## src/rtl/hilo_muldiv_if.sv

```systemverilog
// EXE-stage to HI/LO unit bus: instruction/operands in, stall and HI/LO state out.
interface hilo_muldiv_if #(
  parameter int unsigned WIDTH = 32
);
  logic             op_valid;
  logic [2:0]       op;
  logic [WIDTH-1:0] src_a;
  logic [WIDTH-1:0] src_b;
  logic             ex_flush;
  logic             mem_allowin;
  logic             exe_readygo;
  logic             busy;
  logic [WIDTH-1:0] hi;
  logic [WIDTH-1:0] lo;

  modport master (
    output op_valid, op, src_a, src_b, ex_flush, mem_allowin,
    input  exe_readygo, busy, hi, lo
  );

  modport slave (
    input  op_valid, op, src_a, src_b, ex_flush, mem_allowin,
    output exe_readygo, busy, hi, lo
  );
endinterface

```

## src/rtl/hilo_muldiv_seq.sv

```systemverilog
// HI/LO unit sequencer: single-cycle MULT/MULTU, WIDTH-cycle restoring DIV/DIVU,
// MTHI/MTLO; commits only when the instruction leaves EXE uncancelled.
module hilo_muldiv_seq #(
  parameter int unsigned      WIDTH    = 32,
  parameter logic [WIDTH-1:0] HILO_RST = '0
) (
  input  logic          clk,
  input  logic          rst,
  hilo_muldiv_if.slave  bus
);

  localparam int unsigned CNT_W = (WIDTH > 1) ? $clog2(WIDTH) : 1;

  localparam logic [2:0] OP_MULT  = 3'd1;
  localparam logic [2:0] OP_MULTU = 3'd2;
  localparam logic [2:0] OP_DIV   = 3'd3;
  localparam logic [2:0] OP_DIVU  = 3'd4;
  localparam logic [2:0] OP_MTHI  = 3'd5;
  localparam logic [2:0] OP_MTLO  = 3'd6;

  typedef enum logic [1:0] {
    S_IDLE    = 2'd0,
    S_DIV_RUN = 2'd1,
    S_DONE    = 2'd2
  } state_e;

  state_e             state_q, state_d;
  logic [CNT_W-1:0]   cnt_q, cnt_d;
  logic [WIDTH-1:0]   hi_q, hi_d, lo_q, lo_d;
  logic [WIDTH-1:0]   quo_q, quo_d;
  logic [WIDTH:0]     rem_q, rem_d;
  logic [WIDTH-1:0]   div_a_q, div_a_d, div_b_q, div_b_d;
  logic               q_neg_q, q_neg_d, r_neg_q, r_neg_d, div0_q, div0_d;
  logic               readygo_c;

  logic               is_div, div_signed, mul_signed, fire_idle;
  logic [2*WIDTH-1:0] ext_a, ext_b, prod;
  logic [WIDTH:0]     rem_sh, trial;

  assign is_div     = bus.op_valid & ((bus.op == OP_DIV) | (bus.op == OP_DIVU));
  assign div_signed = (bus.op == OP_DIV);
  assign mul_signed = (bus.op == OP_MULT);
  assign fire_idle  = bus.op_valid & bus.mem_allowin & ~bus.ex_flush;

  // Sign- or zero-extend to 2*WIDTH; the low 2*WIDTH bits of the product are exact either way.
  assign ext_a = {{WIDTH{mul_signed & bus.src_a[WIDTH-1]}}, bus.src_a};
  assign ext_b = {{WIDTH{mul_signed & bus.src_b[WIDTH-1]}}, bus.src_b};
  assign prod  = ext_a * ext_b;

  // Restoring step: remainder stays below the divisor, so trial[WIDTH] is the borrow.
  assign rem_sh = {rem_q[WIDTH-1:0], quo_q[WIDTH-1]};
  assign trial  = rem_sh - {1'b0, div_b_q};

  always_comb begin
    state_d   = state_q;
    cnt_d     = cnt_q;
    hi_d      = hi_q;
    lo_d      = lo_q;
    quo_d     = quo_q;
    rem_d     = rem_q;
    div_a_d   = div_a_q;
    div_b_d   = div_b_q;
    q_neg_d   = q_neg_q;
    r_neg_d   = r_neg_q;
    div0_d    = div0_q;
    readygo_c = 1'b1;

    unique case (state_q)
      S_IDLE: begin
        if (is_div & ~bus.ex_flush) begin
          readygo_c = 1'b0;
          state_d   = S_DIV_RUN;
          cnt_d     = '0;
          rem_d     = '0;
          div_a_d   = bus.src_a;
          quo_d     = (div_signed & bus.src_a[WIDTH-1]) ? -bus.src_a : bus.src_a;
          div_b_d   = (div_signed & bus.src_b[WIDTH-1]) ? -bus.src_b : bus.src_b;
          q_neg_d   = div_signed & (bus.src_a[WIDTH-1] ^ bus.src_b[WIDTH-1]);
          r_neg_d   = div_signed & bus.src_a[WIDTH-1];
          div0_d    = (bus.src_b == '0);
        end else if (fire_idle) begin
          unique case (bus.op)
            OP_MULT, OP_MULTU: {hi_d, lo_d} = prod;
            OP_MTHI:           hi_d = bus.src_a;
            OP_MTLO:           lo_d = bus.src_a;
            default:           ;
          endcase
        end
      end

      S_DIV_RUN: begin
        readygo_c = 1'b0;
        if (bus.ex_flush) begin
          state_d = S_IDLE;
          cnt_d   = '0;
        end else begin
          rem_d = trial[WIDTH] ? rem_sh : trial;
          quo_d = {quo_q[WIDTH-2:0], ~trial[WIDTH]};
          cnt_d = cnt_q + 1'b1;
          if (cnt_q == CNT_W'(WIDTH - 1)) begin
            state_d = S_DONE;
            cnt_d   = '0;
          end
        end
      end

      S_DONE: begin
        if (bus.ex_flush) begin
          state_d = S_IDLE;
          cnt_d   = '0;
        end else if (bus.mem_allowin) begin
          state_d = S_IDLE;
          if (div0_q) begin
            lo_d = '1;
            hi_d = div_a_q;
          end else begin
            lo_d = q_neg_q ? -quo_q : quo_q;
            hi_d = r_neg_q ? -rem_q[WIDTH-1:0] : rem_q[WIDTH-1:0];
          end
        end
      end

      default: begin
        state_d = S_IDLE;
        cnt_d   = '0;
      end
    endcase
  end

  always_ff @(posedge clk) begin
    if (!rst) begin
      state_q <= S_IDLE;
      cnt_q   <= '0;
      hi_q    <= HILO_RST;
      lo_q    <= HILO_RST;
      quo_q   <= '0;
      rem_q   <= '0;
      div_a_q <= '0;
      div_b_q <= '0;
      q_neg_q <= 1'b0;
      r_neg_q <= 1'b0;
      div0_q  <= 1'b0;
    end else begin
      state_q <= state_d;
      cnt_q   <= cnt_d;
      hi_q    <= hi_d;
      lo_q    <= lo_d;
      quo_q   <= quo_d;
      rem_q   <= rem_d;
      div_a_q <= div_a_d;
      div_b_q <= div_b_d;
      q_neg_q <= q_neg_d;
      r_neg_q <= r_neg_d;
      div0_q  <= div0_d;
    end
  end

  assign bus.exe_readygo = readygo_c;
  assign bus.busy        = (state_q != S_IDLE);
  assign bus.hi          = hi_q;
  assign bus.lo          = lo_q;

endmodule
```

## src/flat_wrapper.sv

```systemverilog
// flat-port wrapper written by rule: the top's interface ports become plain ports
module hilo_muldiv_seq_flat 
#(
  parameter int unsigned      WIDTH    = 32,
  parameter logic [WIDTH-1:0] HILO_RST = '0
)
  (clk, rst, bus_op_valid, bus_op, bus_src_a, bus_src_b, bus_ex_flush, bus_mem_allowin, bus_exe_readygo, bus_busy, bus_hi, bus_lo);
  hilo_muldiv_if #(.WIDTH(WIDTH)) bus_i ();
  input  logic clk;
  input  logic rst;
  input wire logic [$bits(bus_i.op_valid)-1:0] bus_op_valid;
  input wire logic [$bits(bus_i.op)-1:0] bus_op;
  input wire logic [$bits(bus_i.src_a)-1:0] bus_src_a;
  input wire logic [$bits(bus_i.src_b)-1:0] bus_src_b;
  input wire logic [$bits(bus_i.ex_flush)-1:0] bus_ex_flush;
  input wire logic [$bits(bus_i.mem_allowin)-1:0] bus_mem_allowin;
  output wire logic [$bits(bus_i.exe_readygo)-1:0] bus_exe_readygo;
  output wire logic [$bits(bus_i.busy)-1:0] bus_busy;
  output wire logic [$bits(bus_i.hi)-1:0] bus_hi;
  output wire logic [$bits(bus_i.lo)-1:0] bus_lo;
  assign bus_i.op_valid = bus_op_valid;
  assign bus_i.op = bus_op;
  assign bus_i.src_a = bus_src_a;
  assign bus_i.src_b = bus_src_b;
  assign bus_i.ex_flush = bus_ex_flush;
  assign bus_i.mem_allowin = bus_mem_allowin;
  assign bus_exe_readygo = bus_i.exe_readygo;
  assign bus_busy = bus_i.busy;
  assign bus_hi = bus_i.hi;
  assign bus_lo = bus_i.lo;
  hilo_muldiv_seq #(.WIDTH(WIDTH), .HILO_RST(HILO_RST)) u_core (.clk(clk), .rst(rst), .bus(bus_i));
endmodule
```

## config.mk

```make
export PLATFORM = sky130hd
export DESIGN_NAME = hilo_muldiv_seq_flat
export DESIGN_NICKNAME = d
export VERILOG_FILES = /design/src/rtl/hilo_muldiv_if.sv /design/src/rtl/hilo_muldiv_seq.sv /design/src/flat_wrapper.sv
export SDC_FILE = /design/constraint.sdc
export NUM_CORES = 2
export LEC_CHECK = 0
export ABC_AREA = 0
export ABC_CLOCK_PERIOD_IN_PS = 10130
export BUFFER_PORTS_ARGS = -buffer_cell sky130_fd_sc_hd__buf_2
export CAP_MARGIN = 5
export CORE_ASPECT_RATIO = 0.8
export CORE_MARGIN = 1.5
export CORE_UTILIZATION = 50
export DETAILED_ROUTE_END_ITERATION = 8
export MAX_ROUTING_LAYER = met4
export PLACE_DENSITY = 0.66
export SYNTH_ARGS = -nofsm -noshare
export SYNTH_HDL_FRONTEND = slang
export SYNTH_SLANG_ARGS = --single-unit
```

## constraint.sdc

```tcl
create_clock -name clk -period 10.13 [get_ports clk]
set_clock_uncertainty 0.2 [all_clocks]
set_input_delay 0.5065 -clock clk [delete_from_list [all_inputs] [get_ports clk]]
set_output_delay 0.5065 -clock clk [all_outputs]
set_load 0.005 [all_outputs]
```

=== Yosys cells after proc, flatten, opt, wreduce, memory -nomap -nowiden ===
Cells that the tools add are included.

* Multiply operators: 1
* Muxes and demuxes: 38
* Reduce and logical (&&, ||, !) cells: 12
* Equality and inequality tests: 20
* Bitwise gates (word level): 13
* Add/subtract/negate cells: 6

{| class="wikitable"
|+ Operators by type and width
! operator !! count
|-
| $mux 32 || 19
|-
| $pmux 32 s2 || 6
|-
| $neg 32->32 || 4
|-
| $mul 33x33->64 || 1
|-
| $sub 33x32->33 || 1
|-
| $logic_not 32->1 || 1
|-
| $mux 5 || 4
|-
| $pmux 5 s3 || 1
|-
| $reduce_and 6->1 || 2
|-
| $mux 2 || 5
|-
| $ne 2x2->1 const B || 5
|-
| $and 1x1->1 || 9
|-
| $eq 3x3->1 const B || 3
|-
| $ne 3x3->1 const B || 3
|-
| $eq 3x2->1 const B || 2
|-
| $pmux 2 s3 || 1
|-
| $reduce_and 3->1 || 2
|-
| $reduce_bool 2->1 || 3
|-
| $add 5x1->5 const B || 1
|-
| $eq 5x5->1 const B || 1
|-
| $ne 2x1->1 const B || 2
|-
| $reduce_and 2->1 || 2
|-
| $eq 3x1->1 const B || 1
|-
| $ne 3x2->1 const B || 1
|-
| other kinds (9) || 10
|}

* Output and inout bits: 66
* Bits in registers: 202
* Input port bits: 72
* Logic and storage cells: 101

=== Longest topological paths before layout ===
* Depth in word-level cells: 7
* Gate-level depth with buffers: 33
* Mapped depth without buffers: 30

=== Worst setup path before layout ===
OpenSTA, ideal clock, no wires.

* Kind: input -> register
* Start: input port bus_op[0]
* End: register u_core.hi_q[29] (netlist: u_core.bus.hi[29])
* Slack: 0.773 ns
* Cell stages on the path: 33
* Library setup time: 0.070 ns
* Required time: 9.860 ns
* Path buffers: 3
* Arrival: 9.087 ns
* Path through: nor2b_1 nor2b_1 clkbuf_1 and2_1 clkbuf_1 nand2_1 inv_1 fa_1 inv_1 fa_1 inv_1 fa_1 fa_1 inv_1 fa_1 inv_1 fa_1 inv_1 fa_1 fa_1 inv_1 ha_1 clkbuf_1 nand2_1 nor2_1 a2111oi_0 a211o_1 o221a_2 o31ai_2 a2111oi_2 a21oi_1 or4b_1 a21oi_1

* Word-level cells in the longest chain between the ends: 7
* Elaborated cells on any way between the ends: 19
* Those cells by class: 1 x mul; 7 x eq/ne; 4 x mux; 5 x bitwise; 2 x reduce/logical

{| class="wikitable"
|+ Ends and longest elaborated chain
! element !! RTL line !! source
|-
| start: declaration || flat_wrapper.sv:12 || <nowiki>input wire logic [$bits(bus_i.op)-1:0] bus_op;</nowiki>
|-
| $eq 3x1->1 || hilo_muldiv_seq.sv:42, hilo_muldiv_seq.sv:82 ||
|-
| $and 1x1->1 (on tied branches) || hilo_muldiv_seq.sv:46, hilo_muldiv_seq.sv:47 ||
|-
| $mul 33x33->64 || hilo_muldiv_seq.sv:48 || <nowiki>assign prod = ext_a * ext_b;</nowiki>
|-
| $pmux 32 s2 || hilo_muldiv_seq.sv:82 || <nowiki>unique case (bus.op)</nowiki>
|-
| $mux 32 || hilo_muldiv_seq.sv:81 || <nowiki>end else if (fire_idle) begin</nowiki>
|-
| $mux 32 || hilo_muldiv_seq.sv:70 || <nowiki>if (is_div & ~bus.ex_flush) begin</nowiki>
|-
| $pmux 32 s2 || hilo_muldiv_seq.sv:68 || <nowiki>unique case (state_q)</nowiki>
|-
| end signal: assignment || hilo_muldiv_seq.sv:146 || <nowiki>hi_q <= hi_d;</nowiki>
|-
| end: declaration || hilo_muldiv_seq.sv:29 || <nowiki>logic [WIDTH-1:0] hi_q, hi_d, lo_q, lo_d;</nowiki>
|}

Parallel ways exist; a longest one is shown, timed or not. The select of a mux whose other input is x is not followed.
A chain may end at the register's enable or synchronous reset.

=== Worst setup path in the final report ===
* Start: input port bus_op[0]
* End: register u_core.hi_q[16] (netlist: u_core.bus.hi[16])

Same word-level chain as after synthesis.

==> results_dict.tcl <==
set metrics [dict create \
    outcome "finished clean" \
    syn_area_um2 51200 \
    yosysSeqAreaShare 0.0791 \
    netlist.area_leader.share 0.441 \
    avgSynthCellArea_um2 8.51 \
    yosys_warnings 0 \
    slowest_stage "a211oi_1" \
    worst_slew_pin_slew_ns 1.11 \
    post-route-util 0.530 \
    cts_setup_buffers 0 \
    yosysUniqueCellTypes 84 \
    required_ns 10.32 \
    ys_top_cells_by_area "fa_1 (44%), inv_1 (8.7%), dfxtp_1 (7.9%)" \
    start_util 0.507 \
    antenna_left 0 \
    dp_hpwl_mm 128 \
    synth-edff-count 0 \
    worst_setup_path_start_kind "input port" \
    numCtsBuffers 19 \
    synthArstFlopShare 0 \
    placementRows 104 \
    crit_fanout 30 \
    synth_flop_cell "dfxtp_1" \
    clock_path_buffers 3 \
    report.final.slew_viol_count 0 \
    slew_headroom 0.258 \
    ctsResizeCount 0 \
    cp_data_arrival_time_ns 9.37 \
    setup_viol 0 \
    fmax_mhz 109 \
    fin_crit_sh 0.906 \
    finalCriticalPeriod_ns 9.18 \
    finalWorstSetupSlack_ns 0.949 \
    cts.clk_slew.worst_paths_ns 0.07 \
    cts_tree "done" \
    rsz0062_at_grt "false" \
    min_path_type "in -> reg" \
    cts_hold_buf 0 \
    fin_setup_tns_ns 0 \
    die_w_um 361 \
    yosysTopAreaCell "fa_1" \
    die_y_um 289 \
    grt-ovfl-total 0 \
    cpPeakStageDelay_ns 0.88 \
    clock-sinks 202 \
    crit_path_end_kind "register" \
    antenna_found_initial 10 \
    cp_common_cell "fa_1" \
    cap_violations 0 \
    drt-initial-drc-count 3604 \
    syn_to_final_growth_pct 4.54 \
    viasPerCell 5.73 \
    grt_pass1_vias 42800 \
    dieArea_um2 104000 \
    dr.pass1.iters 6 \
    num_vias 41400 \
    routabilityCongestion 0.985 \
    preCtsSetupSlack_ns 0.619 \
    drive_gt1_frac 0.0576 \
    final-hold-violation-count 0 \
    core-area_um2 101000 \
    htree_num_levels 1 \
    design.portCount 138 \
    post_drt_wl_per_cell_um 22.1 \
    grt_pass1_wl_mm 251 \
    clockRootBuffer "clkbuf_16" \
    synth_nets 7460 \
    ys_ff_latch 202 \
    grt_max_degree 80 \
    insertion_delay_ns 0.52 \
    drt_wl_total_mm 159 \
    worstSetupPathType "in -> reg" \
    track_usage 0.323 \
    syn-instance-count 6011 \
    portBuffers 137 \
    fin_nets 7321 \
    drc 0 \
]
-- placed cells by master, fill, tap and decap left out, types with 13 or more instances in the layout --
cell          n
xnor2_1      97
ha_1        251
nand4_1      26
mux2i_1      21
and2_1      309
a21oi_1     259
o41ai_1      22
buf_2       137
nand3_1      45
nand2_1    1012
nor3_1       36
o211ai_1     49
buf_4       112
fa_1       1126
and3_1       28
a211oi_1     62
clkbuf_16    19
a21o_1       47
o21ai_0     169
or2_2        17
or4_1        13
inv_1      1191
nor4_1       13
o31ai_1      32
a221oi_1     21
o21a_1       14
xor2_1      103
a32o_1       13
a31oi_1      28
or3_1        16
nor2_1      217
dfxtp_1     202
-- state kept, by name, indices dropped and copies added (netlist names) --
register        count
u_core.cnt_q        5
u_core.q_neg_q      1
u_core.r_neg_q      1
u_core.bus.hi      32
u_core.rem_q       32
u_core.quo_q       32
u_core.bus.lo      32
u_core.state_q      2
u_core.div_b_q     32
u_core.div0_q       1
u_core.div_a_q     32
-- critical path, delay by kind of cell --
family,cells,cell delay [ns]
buffers and inverters,8,1.21
adder cells (fa/ha/maj),9,4.25
AND/OR/NAND/NOR,8,1.24
multiplexers,1,0.29
AO/OA/AOI/OAI,5,1.81
-- path summary, 6_finish.rpt --
kind                      from                 to  slack [ns]  depth (start not counted)
max                  bus_op[0]  u_core.bus.hi[16]        0.95                         31
min            bus_mem_allowin  u_core.state_q[0]        0.13                          3
max reg2reg   u_core.quo_q[31]   u_core.rem_q[30]        5.60                         14
min reg2reg  u_core.bus.lo[20]  u_core.bus.lo[20]        0.25                          2
-- cell type report --
cell class                      instances  area (um2)
Antenna cell                           11        27.5
Clock buffer                           24         504
Clock inverter                          8        96.3
Fill cell                            9487       47500
Inverter                             1192        4480
Multi-Input combinational cell       4208       41100
Sequential cell                       202        4040
Tap cell                             1325        1660
Timing Repair Buffer                  249        1530
-- per-stage QoR --
step | area, um2 | cells | hold slack, ns
6_report | 53500 | 7219 | 0.129
5_1_grt | 53500 | 7218 | 0.150
4_1_cts | 53400 | 7208 | 0.120
3_5_place_dp | 52800 | 7176 | 0.245
3_3_place_gp | 52800 | 7176 | 0.241
2_1_floorplan | 51200 | 6011 | 0.232
-- Yosys cell counts (6+ instances only) --
cell type / n
nand2_1: 1013
fa_1: 1126
a2111oi_0: 6
nor3_1: 36
nor2_1: 221
a32oi_1: 11
o31ai_1: 33
a22o_1: 6
dfxtp_1: 202
nand2b_1: 9
o21ai_0: 169
nor2b_1: 9
a211oi_1: 62
nand3_1: 45
and3_1: 28
o41ai_1: 22
a31oi_1: 28
clkbuf_1: 344
a221oi_1: 21
o21bai_1: 6
o21a_1: 14
xnor2_1: 98
mux2i_1: 21
o22ai_1: 9
o21ai_1: 6
or4_1: 13
buf_1: 56
a21oi_1: 259
or2_2: 17
inv_1: 1192
or3_1: 16
nand4_1: 26
xor2_1: 104
a21o_1: 47
o211ai_1: 49
and2_1: 309
buf_2: 8
ha_1: 251
a32o_1: 13
nor4_1: 13
-- kinds of logic (layout without fill, tap and decap cells) --
family,count (synthesis),count (layout),synth area share
simple gates,1783,1783,0.158
xor+xnor,202,202,0.0346
compound gates,819,819,0.103
buf+inv,1601,1473,0.118
fa+ha+maj,1377,1377,0.502
mux,27,27,0.00550
other cells,0,11,0
flops,202,202,0.0791
-- per-layer routing --
| layer | global-route usage | part of all wire | vias to the layer above |
|---|---|---|---|
| met5 | - | 0 | - |
| met4 | 0.112 | 0.042 | 0 |
| met3 | 0.0542 | 0.089 | 324 |
| met2 | 0.500 | 0.45 | 1851 |
| met1 | 0.432 | 0.42 | 21200 |
| li1 | - | - | 18000 |
Power is left out: the tool's default activity adds up to more than one toggle a clock period on the data nets, which glitch-free logic cannot reach.
